--- config.mk ---
export PLATFORM = sky130hd
export DESIGN_NAME = decode_data_stream
export DESIGN_NICKNAME = d
export VERILOG_FILES = /design/src/rtl/decode_data_stream.sv
export SDC_FILE = /design/constraint.sdc
export NUM_CORES = 1
export LEC_CHECK = 0
export BUFFER_PORTS_ARGS = -buffer_cell sky130_fd_sc_hd__buf_2
export CAP_MARGIN = 40
export CORE_MARGIN = 3
export CORE_UTILIZATION = 36
export CTS_CLUSTER_SIZE = 40
export DETAILED_ROUTE_END_ITERATION = 8
export PLACE_DENSITY_LB_ADDON = 0.08
export SYNTH_ARGS = -nofsm -noshare
export SYNTH_HDL_FRONTEND = slang
export SYNTH_SLANG_ARGS = --single-unit
--- constraint.sdc ---
create_clock -name clk -period 1.8 [get_ports clk]
set_input_delay 0 -clock clk [delete_from_list [all_inputs] [get_ports clk]]
set_output_delay 0 -clock clk [all_outputs]
set_load 0.05 [all_outputs]
--- src/rtl/decode_data_stream.sv ---
// WS2812B-style single-wire NRZ decoder: measures high/low pulse widths and assembles 24-bit pixels LSB-first.
// Optional pulse-width fault detection is compiled in when DSTREAM_ERR_EN is defined.
module decode_data_stream #(
    parameter int THRESH     = 24,
    parameter int MIN_HIGH   = 8,
    parameter int MAX_HIGH   = 48,
    parameter int GAP_CYCLES = 2000
) (
    input  logic        clk,
    input  logic        reset,
    input  logic        datastream,
    output logic [23:0] pixel,
    output logic        pixel_valid,
    output logic [8:0]  pixel_count,
    output logic        frame_done,
    output logic        err
);
    typedef enum logic [1:0] {GAP, HIGH, LOW, FAULT} state_t;

    localparam logic [10:0] CNT_SAT  = 11'd2047;
    localparam logic [10:0] THRESH_C = 11'(THRESH);
    localparam logic [10:0] GAP_LAST = 11'(GAP_CYCLES - 1);
`ifdef DSTREAM_ERR_EN
    localparam logic [10:0] MIN_C    = 11'(MIN_HIGH);
    localparam logic [10:0] MAX_C    = 11'(MAX_HIGH);
`endif

    state_t      state_reg, state_next;
    logic        sync1_reg, sync2_reg, prev_reg;
    logic [10:0] high_cnt_reg, low_cnt_reg;
    logic [4:0]  bitidx_reg;
    logic [23:0] shift_reg, pixel_reg;
    logic [8:0]  pixel_count_reg;
    logic        load_reg, pixel_valid_reg, frame_done_reg;
    logic        rise, fall, gap_hit;
    logic        start_high, start_frame, bit_done, close_frame, err_set;

    assign rise    = sync2_reg & ~prev_reg;
    assign fall    = ~sync2_reg & prev_reg;
    // low_cnt_reg counts low cycles before this one, so this is the GAP_CYCLES-th low cycle
    assign gap_hit = (low_cnt_reg >= GAP_LAST);

    always_comb begin
        state_next  = state_reg;
        start_high  = 1'b0;
        start_frame = 1'b0;
        bit_done    = 1'b0;
        close_frame = 1'b0;
        err_set     = 1'b0;
        case (state_reg)
            GAP: begin
                if (rise) begin
                    state_next  = HIGH;
                    start_high  = 1'b1;
                    start_frame = 1'b1;
                end
            end
            HIGH: begin
`ifdef DSTREAM_ERR_EN
                if ((fall && high_cnt_reg < MIN_C) || (!fall && high_cnt_reg >= MAX_C)) begin
                    state_next = FAULT;
                    err_set    = 1'b1;
                end else
`endif
                if (fall) begin
                    state_next = LOW;
                    bit_done   = 1'b1;
                end
            end
            LOW: begin
                if (gap_hit) begin
                    // gap wins; a coincident rise immediately opens the next frame
                    close_frame = 1'b1;
                    if (rise) begin
                        state_next  = HIGH;
                        start_high  = 1'b1;
                        start_frame = 1'b1;
                    end else begin
                        state_next = GAP;
                    end
                end else if (rise) begin
                    state_next = HIGH;
                    start_high = 1'b1;
                end
            end
            FAULT: begin
                if (!sync2_reg && gap_hit) state_next = GAP;
            end
            default: state_next = GAP;
        endcase
    end

    always_ff @(posedge clk) begin
        if (!reset) state_reg <= GAP;
        else        state_reg <= state_next;
    end

    always_ff @(posedge clk) begin
        if (!reset) begin
            sync1_reg       <= 1'b0;
            sync2_reg       <= 1'b0;
            prev_reg        <= 1'b0;
            high_cnt_reg    <= '0;
            low_cnt_reg     <= '0;
            bitidx_reg      <= '0;
            shift_reg       <= '0;
            pixel_reg       <= '0;
            pixel_count_reg <= '0;
            load_reg        <= 1'b0;
            pixel_valid_reg <= 1'b0;
            frame_done_reg  <= 1'b0;
        end else begin
            sync1_reg       <= datastream;
            sync2_reg       <= sync1_reg;
            prev_reg        <= sync2_reg;
            load_reg        <= 1'b0;
            pixel_valid_reg <= 1'b0;
            frame_done_reg  <= close_frame;

            // the rising-edge cycle is itself the first high cycle
            if (start_high)                  high_cnt_reg <= 11'd1;
            else if (high_cnt_reg != CNT_SAT) high_cnt_reg <= high_cnt_reg + 11'd1;

            if (sync2_reg)                   low_cnt_reg <= '0;
            else if (low_cnt_reg != CNT_SAT) low_cnt_reg <= low_cnt_reg + 11'd1;

            if (start_frame) pixel_count_reg <= '0;

            if (bit_done) begin
                shift_reg[bitidx_reg] <= (high_cnt_reg >= THRESH_C);
                if (bitidx_reg == 5'd23) begin
                    bitidx_reg <= '0;
                    load_reg   <= 1'b1;
                end else begin
                    bitidx_reg <= bitidx_reg + 5'd1;
                end
            end
            if (close_frame || err_set) bitidx_reg <= '0;

            if (load_reg) begin
                pixel_reg       <= shift_reg;
                pixel_valid_reg <= 1'b1;
                if (pixel_count_reg != 9'd511) pixel_count_reg <= pixel_count_reg + 9'd1;
            end
        end
    end

`ifdef DSTREAM_ERR_EN
    logic err_reg;
    always_ff @(posedge clk) begin
        if (!reset) err_reg <= 1'b0;
        else        err_reg <= err_set;
    end
    assign err = err_reg;
`else
    assign err = 1'b0;
`endif

    assign pixel       = pixel_reg;
    assign pixel_valid = pixel_valid_reg;
    assign pixel_count = pixel_count_reg;
    assign frame_done  = frame_done_reg;
endmodule

==> results of run 1 <==
final cells by class:
| class | instances | area, um^2 | share of cell area (%) |
|---|---|---|---|
| clock buffers | 11 | 163 | 3.50 |
| clock inverters | 2 | 10.0 | 0.215 |
| inverters | 10 | 37.5 | 0.807 |
| multi-input cells | 313 | 2050 | 44.2 |
| flip-flops and latches | 92 | 1860 | 39.9 |
| well taps | 136 | 170 | 3.66 |
| repair buffers | 56 | 358 | 7.70 |
per-stage QoR:
step	utilization [%]	instance area (um^2)	TNS, ps	power, uW
6_report	44.2	4650	0	3440
5_1_grt	44.2	4650	-66.7	3600
4_1_cts	43.5	4570	0	3500
3_5_place_dp	41.7	4380	0	2210
3_3_place_gp	41.7	4380	0	2210
2_1_floorplan	-	3990	0	2180
power by group through the flow:
stage	clock network (uW)	logic, uW	registers [uW]
global placement	0	104	2110
detailed placement	0	105	2110
global route	1420	124	2060
floorplan	0	73.3	2100
finish	1270	110	2060
CTS	1330	109	2060
Yosys cell counts, types with 2 or more instances:
master,n
nor4_4,2
xnor2_1,4
nor3b_1,4
nor2_1,67
o21ai_0,17
clkbuf_1,13
a21oi_1,18
mux2i_1,53
buf_2,6
ha_1,9
or3_1,5
nor3_1,14
nand2_1,27
and2_1,5
and3_1,3
inv_1,9
a31oi_1,8
a211oi_1,3
o31ai_1,2
and3b_1,2
nor4_1,5
o22ai_1,2
xor2_1,3
o21a_1,2
nand3_1,38
nand3_2,2
dfxtp_1,92
nand2b_1,5
metal layers:
metal	track usage [%]	up-vias	share of wire (%)
met5	0	-	0
met4	4.19	0	0.91
met3	4.69	6	3.7
met2	21.5	47	46
met1	18.5	1452	50
li1	-	1611	-
worst min-delay path by stage:
| stage | from | depth (start not counted) | endpoint | slack (ps) |
|---|---|---|---|---|
| after global routing | datastream | 3 | sync1_reg | 400 |
| after floorplan | datastream | 1 | sync1_reg | 130 |
| after detailed placement | datastream | 2 | sync1_reg | 210 |
| final | datastream | 3 | sync1_reg | 390 |
| after CTS | datastream | 3 | sync1_reg | 360 |
| after global placement | datastream | 2 | sync1_reg | 220 |
logic make-up (layout without fill, tap and decap cells):
| kind of cell | Yosys count | count (layout) | share of synthesized area, % |
|---|---|---|---|
| DFF | 92 | 92 | 46.6 |
| AOI/OAI and AO/OA | 56 | 57 | 8.87 |
| other | 1 | 1 | 0.0949 |
| muxes | 53 | 53 | 13.4 |
| adders and majority gates | 9 | 9 | 2.85 |
| and+or+nand+nor | 186 | 186 | 23.5 |
| xor gates and xnor gates | 7 | 7 | 1.55 |
| buffers and inverters | 30 | 79 | 3.13 |
worst min-delay path: stages:
cell and delay, ps:
dlygate4sd3_1 530, buf_2 90, and2_1 100
repair_timing:
action | in CTS | in global routing
gates resized for setup | 0 | 10
setup endpoints to repair | 0 | 12
setup buffers | 0 | 4
endpoints found under the hold margin | 5 | 0
hold buffers | 2 | 0
==> results.py, run 1 <==
metrics = {
    "critical_path": {
        "path_class": "reg -> reg",
        "critical_path_depth": 8,
        "crit_path_start_kind": "flip-flop",
        "path_cells": "ha_4, nand3_4, nor3_4, ha_2, nand2b_4, o21a_4, o31ai_4, a211oi_1",
        "endpoint": "pixel_count[2]",
        "path_buf_inv": 0,
        "r2r_end": "pixel_count[2]",
        "r2r_start": "pixel_count[1]",
        "cp_max_fo": 5,
        "crit_family": "compound AO/OA/AOI/OAI gates",
        "critPathMaxStageDelay_ps": 370,
        "cp_slowest_cell": "dfxtp_4",
        "arrival_ps": 2000,
        "cp.required_ps": 2070,
        "crit_path_end_kind": "flip-flop",
        "reg2reg_slack_ps": 80,
        "worstRegToRegCells": 8,
        "startpoint": "pixel_count[1]",
    },
    "floorplan": {
        "die_area_um2": 12300,
        "io_pins": 39,
        "die_y_um": 111,
        "core_area_um2": 10500,
        "start_util_pct": 37.6,
        "num_rows": 37,
        "die_x_um": 111,
    },
    "timing": {
        "hold-worst-slack_ps": 389,
        "finalMaxSlewViolations": 0,
        "min_period_over_period_pct": 95.8,
        "period_needed_ps": 1720,
        "tightest_slew_ps": 498,
        "max-slew-margin-rel_pct": 66.7,
        "fin_ws_ps": 75.4,
        "hold_viol_final": 0,
        "finalSetupViolCount": 0,
        "rsz0062_at_grt": "true",
        "max_freq_mhz": 580,
        "skew_ps": 7.14,
    },
    "route": {
        "viasPerCell": 5.03,
        "first_pass_iters": 4,
        "num_vias": 3116,
        "wl_um": 8160,
        "post_drt_wl_per_cell_um": 13.2,
        "drtIter0Drc": 174,
        "ant_nets": 0,
        "route.detailed.drc": 0,
    },
    "logic_synthesis": {
        "synth.area.top_cells": "dfxtp_1 47%, mux2i_1 13%, nor2_1 6.4%, nand3_1 4.8%, ha_1 2.8%",
        "yosysWarnings": 0,
        "synth_cell_types": 42,
        "synth_fp_nets": 446,
        "synth_edf_count": 0,
        "synth_top_cell_by_area": "dfxtp_1",
        "syn_area_um2": 3950,
        "syn_inst": 434,
        "synthFlopType": "dfxtp_1",
        "yosysSeqAreaShare_pct": 46.6,
        "synth_area_per_cell_um2": 9.10,
        "async_reset_ff_share_pct": 0,
        "yosys_register_bits": 92,
        "synth_top_area_share_pct": 46.6,
    },
    "layout": {
        "final_common_cell": "dfxtp_1",
        "area_delta_synth_final_pct": 17.7,
        "nets": 494,
        "final_cells": 620,
        "final_cell_mix": "84 x dfxtp_1, 67 x nor2_1, 53 x mux2i_1",
        "final_layout_size_suffix_gt1_share_pct": 18.8,
        "fillerInstances": 1052,
        "diodes": 0,
    },
    "clock_tree": {
        "cts_max_path_buffers": 2,
        "htreeDepth": 3,
        "numCtsBuffers": 9,
        "cts_sinks": 92,
        "ctsRootBufferMaster": "clkbuf_8",
        "clkLatencyLatePin_ps": 360,
        "clk_pin_slew_ps": 80,
        "cts_tree": "built",
    },
    "placement": {
        "dp_hpwl_um": 5420,
        "portBuffers": 37,
        "place_inst": 600,
        "gp_congestion": 0.786,
        "dp_slack_ps": 41.8,
    },
    "power_and_ir_drop": {
        "pwr-share-clk_pct": 36.9,
        "power_leakage_uw": 0.00187,
        "peakVddDrop_mv": 0.416,
        "pwr-share-seq_pct": 59.9,
        "p_sw_share_pct": 22.0,
        "switchingPower_uw": 756,
        "power_density_nw_per_um2": 739,
        "internal_power_uw": 2680,
        "p_comb_share_pct": 3.2,
    },
    "global_route": {
        "grt_antenna_before_repair": 0,
        "grt_pass1_wl_um": 14300,
        "grt_overflow": 0,
        "grtUsageTotal_pct": 13.9,
        "grt_pass1_vias": 2945,
        "grt_max_degree": 49,
    },
    "worst_hold_path": {
        "holdCritPathClass": "in -> reg",
    },
    "run": {
        "drv_cap": 0,
    },
    "status": {
        "status": "finished clean",
    },
}
(Power assumes the default switching activity.)
==> run 2: changes to the inputs <==
--- a/config.mk
+++ b/config.mk
@@ -5,13 +5,15 @@
 export SDC_FILE = /design/constraint.sdc
 export NUM_CORES = 1
 export LEC_CHECK = 0
-export BUFFER_PORTS_ARGS = -buffer_cell sky130_fd_sc_hd__buf_2
+export ABC_AREA = 1
+export BUFFER_PORTS_ARGS = -buffer_cell sky130_fd_sc_hd__clkbuf_2
 export CAP_MARGIN = 40
 export CORE_MARGIN = 3
 export CORE_UTILIZATION = 36
 export CTS_CLUSTER_SIZE = 40
 export DETAILED_ROUTE_END_ITERATION = 8
 export PLACE_DENSITY_LB_ADDON = 0.08
+export REMOVE_ABC_BUFFERS = 1
 export SYNTH_ARGS = -nofsm -noshare
 export SYNTH_HDL_FRONTEND = slang
 export SYNTH_SLANG_ARGS = --single-unit
==> run 2 against run 1 <==
Effect of this change:
- die area is 1.3% higher
- core utilization is 0.076 points lower
- critical endpoint is now pixel_count[0]
- sequential power hardly changed
- worst hold slack worse by 250 ps
- power is 12% higher
- critical path type unchanged
- synthesized cell count is 16% higher
- final cell count is 11% higher
- non-clock buffer count is 3 lower
- largest cell class unchanged
- setup slack better by 60 ps
- area after synthesis is 1.4% higher
- clock power is 33% higher
==> results.py, run 2 <==
metrics = {
    "critical_path": {
        "cp_slowest_cell": "dfxtp_2",
        "crit_path_start_kind": "flip-flop",
        "critPathMaxStageDelay_ps": 360,
        "cp_max_fo": 5,
        "r2r_start": "pixel_count[0]",
        "crit_path_end_kind": "flip-flop",
        "arrival_ps": 1920,
        "worstRegToRegCells": 10,
        "reg2reg_slack_ps": 140,
        "r2r_end": "pixel_count[0]",
        "path_class": "reg -> reg",
        "cp.required_ps": 2050,
        "path_cells": "ha_4, nand2_2, nor3_2, nand2_1, nor2_2, ha_2, nor2_4, buf_4, o21ai_0, a21oi_1",
    },
    "logic_synthesis": {
        "yosysWarnings": 0,
        "synth_top_cell_by_area": "dfxtp_1",
        "yosysSeqAreaShare_pct": 46.0,
        "syn_area_um2": 4010,
        "syn_inst": 502,
        "async_reset_ff_share_pct": 0,
        "yosys_register_bits": 92,
        "synth_commonest_cells": "92 x dfxtp_1, 77 x nor2_1, 53 x nand2_1, 51 x a21oi_1, 46 x inv_1",
        "synthFlopType": "dfxtp_1",
        "synth.area.top_cells": "dfxtp_1 46%, nor2_1 7.2%, a21oi_1 6.4%, o21ai_0 5.6%, nand2_1 5.0%",
        "synth_area_per_cell_um2": 7.98,
        "synth_cell_types": 43,
        "synth_edf_count": 0,
        "synth_top_area_share_pct": 46.0,
        "synth_most_common_cell": "dfxtp_1",
    },
    "clock_tree": {
        "ctsRootBufferMaster": "clkbuf_8",
        "cts_sinks": 92,
        "cts_tree": "built",
        "htreeDepth": 3,
        "clk_pin_slew_ps": 90,
        "numCtsBuffers": 9,
        "cts_max_path_buffers": 2,
        "clkLatencyLatePin_ps": 360,
    },
    "global_route": {
        "top_usage_layer": "met2",
        "met2_usage_pct": 22.2,
        "grt_pass1_wl_um": 14800,
        "met3_usage_pct": 3.75,
        "grt_antenna_before_repair": 0,
        "grt_pass1_vias": 3129,
        "grtUsageTotal_pct": 14.3,
        "grt_max_degree": 38,
        "grt_overflow": 0,
        "gr-usage-met1_pct": 19.4,
    },
    "route": {
        "route.detailed.drc": 0,
        "wl_um": 8690,
        "ant_nets": 0,
        "post_drt_wl_per_cell_um": 12.6,
        "first_pass_iters": 4,
        "viasPerCell": 4.84,
        "num_vias": 3335,
        "drtIter0Drc": 223,
    },
    "layout": {
        "area_delta_synth_final_pct": 16.3,
        "final_cells": 689,
        "final_layout_size_suffix_gt1_share_pct": 21.3,
        "final_common_cell": "dfxtp_1",
        "final_cell_mix": "90 x dfxtp_1, 76 x nor2_1, 52 x nand2_1",
        "stdcell_area_um2": 4660,
        "diodes": 0,
        "nets": 560,
    },
    "power_and_ir_drop": {
        "pwr-share-clk_pct": 43.9,
        "switchingPower_uw": 815,
        "internal_power_uw": 3040,
        "peakVddDrop_mv": 0.516,
        "pwr-share-seq_pct": 53.6,
        "p_comb_share_pct": 2.5,
        "power_density_nw_per_um2": 826,
        "p_sw_share_pct": 21.2,
        "power_leakage_uw": 0.00201,
    },
    "floorplan": {
        "die_area_um2": 12400,
        "io_pins": 39,
        "start_util_pct": 38.0,
        "core_area_um2": 10600,
        "die_x_um": 112,
        "die_y_um": 112,
        "num_rows": 37,
    },
    "timing": {
        "setup_tns_ps": 0,
        "tightest_slew_ps": 589,
        "hold-worst-slack_ps": 139,
        "max_freq_mhz": 601,
        "finalSetupViolCount": 0,
        "skew_ps": 9.85,
        "hold_viol_final": 0,
        "period_needed_ps": 1660,
        "max-slew-margin-rel_pct": 60.6,
        "finalMaxSlewViolations": 0,
        "min_period_over_period_pct": 92.5,
    },
    "worst_hold_path": {
        "holdCritPathClass": "in -> reg",
        "hold_depth": 5,
        "min_from": "reset",
        "worst_hold_path.endpoint": "low_cnt_reg[9]",
    },
    "placement": {
        "portBuffers": 37,
        "gp_congestion": 0.788,
        "dpl_cell_area_um2": 4350,
        "dp_hpwl_um": 5940,
        "place_inst": 670,
    },
    "status": {
        "status": "finished clean",
    },
    "run": {
        "drv_cap": 0,
    },
}
## run 2: power groups by stage
stage / combinational (uW) / clock [uW] / sequential (uW)
after floorplan: 59.0 / 0 / 2110
after global routing: 108 / 1830 / 2070
final: 94.7 / 1690 / 2060
after CTS: 96.9 / 1760 / 2060
after global placement: 92.9 / 0 / 2110
after detailed placement: 94.7 / 0 / 2110
## run 2: layout make-up
| class | count | area, um^2 |
|---|---|---|
| Clock inverter | 6 | 111 |
| Inverter | 58 | 230 |
| Timing Repair inverter | 1 | 5.00 |
| Sequential cell | 92 | 1840 |
| Fill cell | 1091 | 5890 |
| Timing Repair Buffer | 53 | 308 |
| Multi-Input combinational cell | 333 | 1860 |
| Clock buffer | 10 | 138 |
| Tap cell | 136 | 170 |
## run 2: worst max-delay path by stage
stage                    from        endpoint  slack (ps)  cells past startpoint
4_1_cts        pixel_count[0]  pixel_count[6]           8                     10
6_report       pixel_count[0]  pixel_count[0]         140                     10
3_3_place_gp   pixel_count[0]  pixel_count[4]         -40                     12
2_1_floorplan  pixel_count[0]  pixel_count[2]        -450                     11
5_1_grt        pixel_count[0]  pixel_count[0]         -20                     10
3_5_place_dp   pixel_count[0]  pixel_count[4]        -120                     12
## run 2: cells by family (layout without fill, tap and decap cells)
family,count (synthesis),count (layout),synth area share (%)
flops,92,92,46.0
buf+inv,77,128,8.55
other cells,1,1,0.0936
compound gates,125,125,17.8
fa+ha+maj,9,9,2.81
xor+xnor,5,5,1.09
simple gates,193,193,23.7
## run 2: per-layer routing
metal  share of wire [%]  routed length, um  vias up
li1                    -                  -     1763
met1                  51               4420     1516
met2                  45               3870       49
met3                 3.8                328        7
met4                0.75                 65        0
met5                   0                  0        -
## run 2: worst max-delay path, delay by kind of cell (launching register included)
kind | cells | cell delay (ps)
flops | 1 | 360
simple gates | 5 | 470
fa+ha+maj | 2 | 340
compound gates | 2 | 240
buf+inv | 1 | 150
## run 2: timing repair
| item | CTS | global route |
|---|---|---|
| endpoints found under the hold margin | 1 | 0 |
| buffers inserted | 0 | 1 |
| setup endpoints to repair | 9 | 9 |
| pin swaps | 0 | 3 |
| resized for setup | 2 | 9 |
| cloned | 1 | 0 |
| hold buffers | 1 | 0 |
## run 2: through the flow
step           setup slack, ps  utilization (%)  power [uW]
2_1_floorplan             -447                -        2170
6_report                   136             44.2        3850
4_1_cts                   7.67             43.8        3920
5_1_grt                  -21.6             44.2        4000
3_3_place_gp             -42.6             41.2        2200
3_5_place_dp              -116             41.2        2210
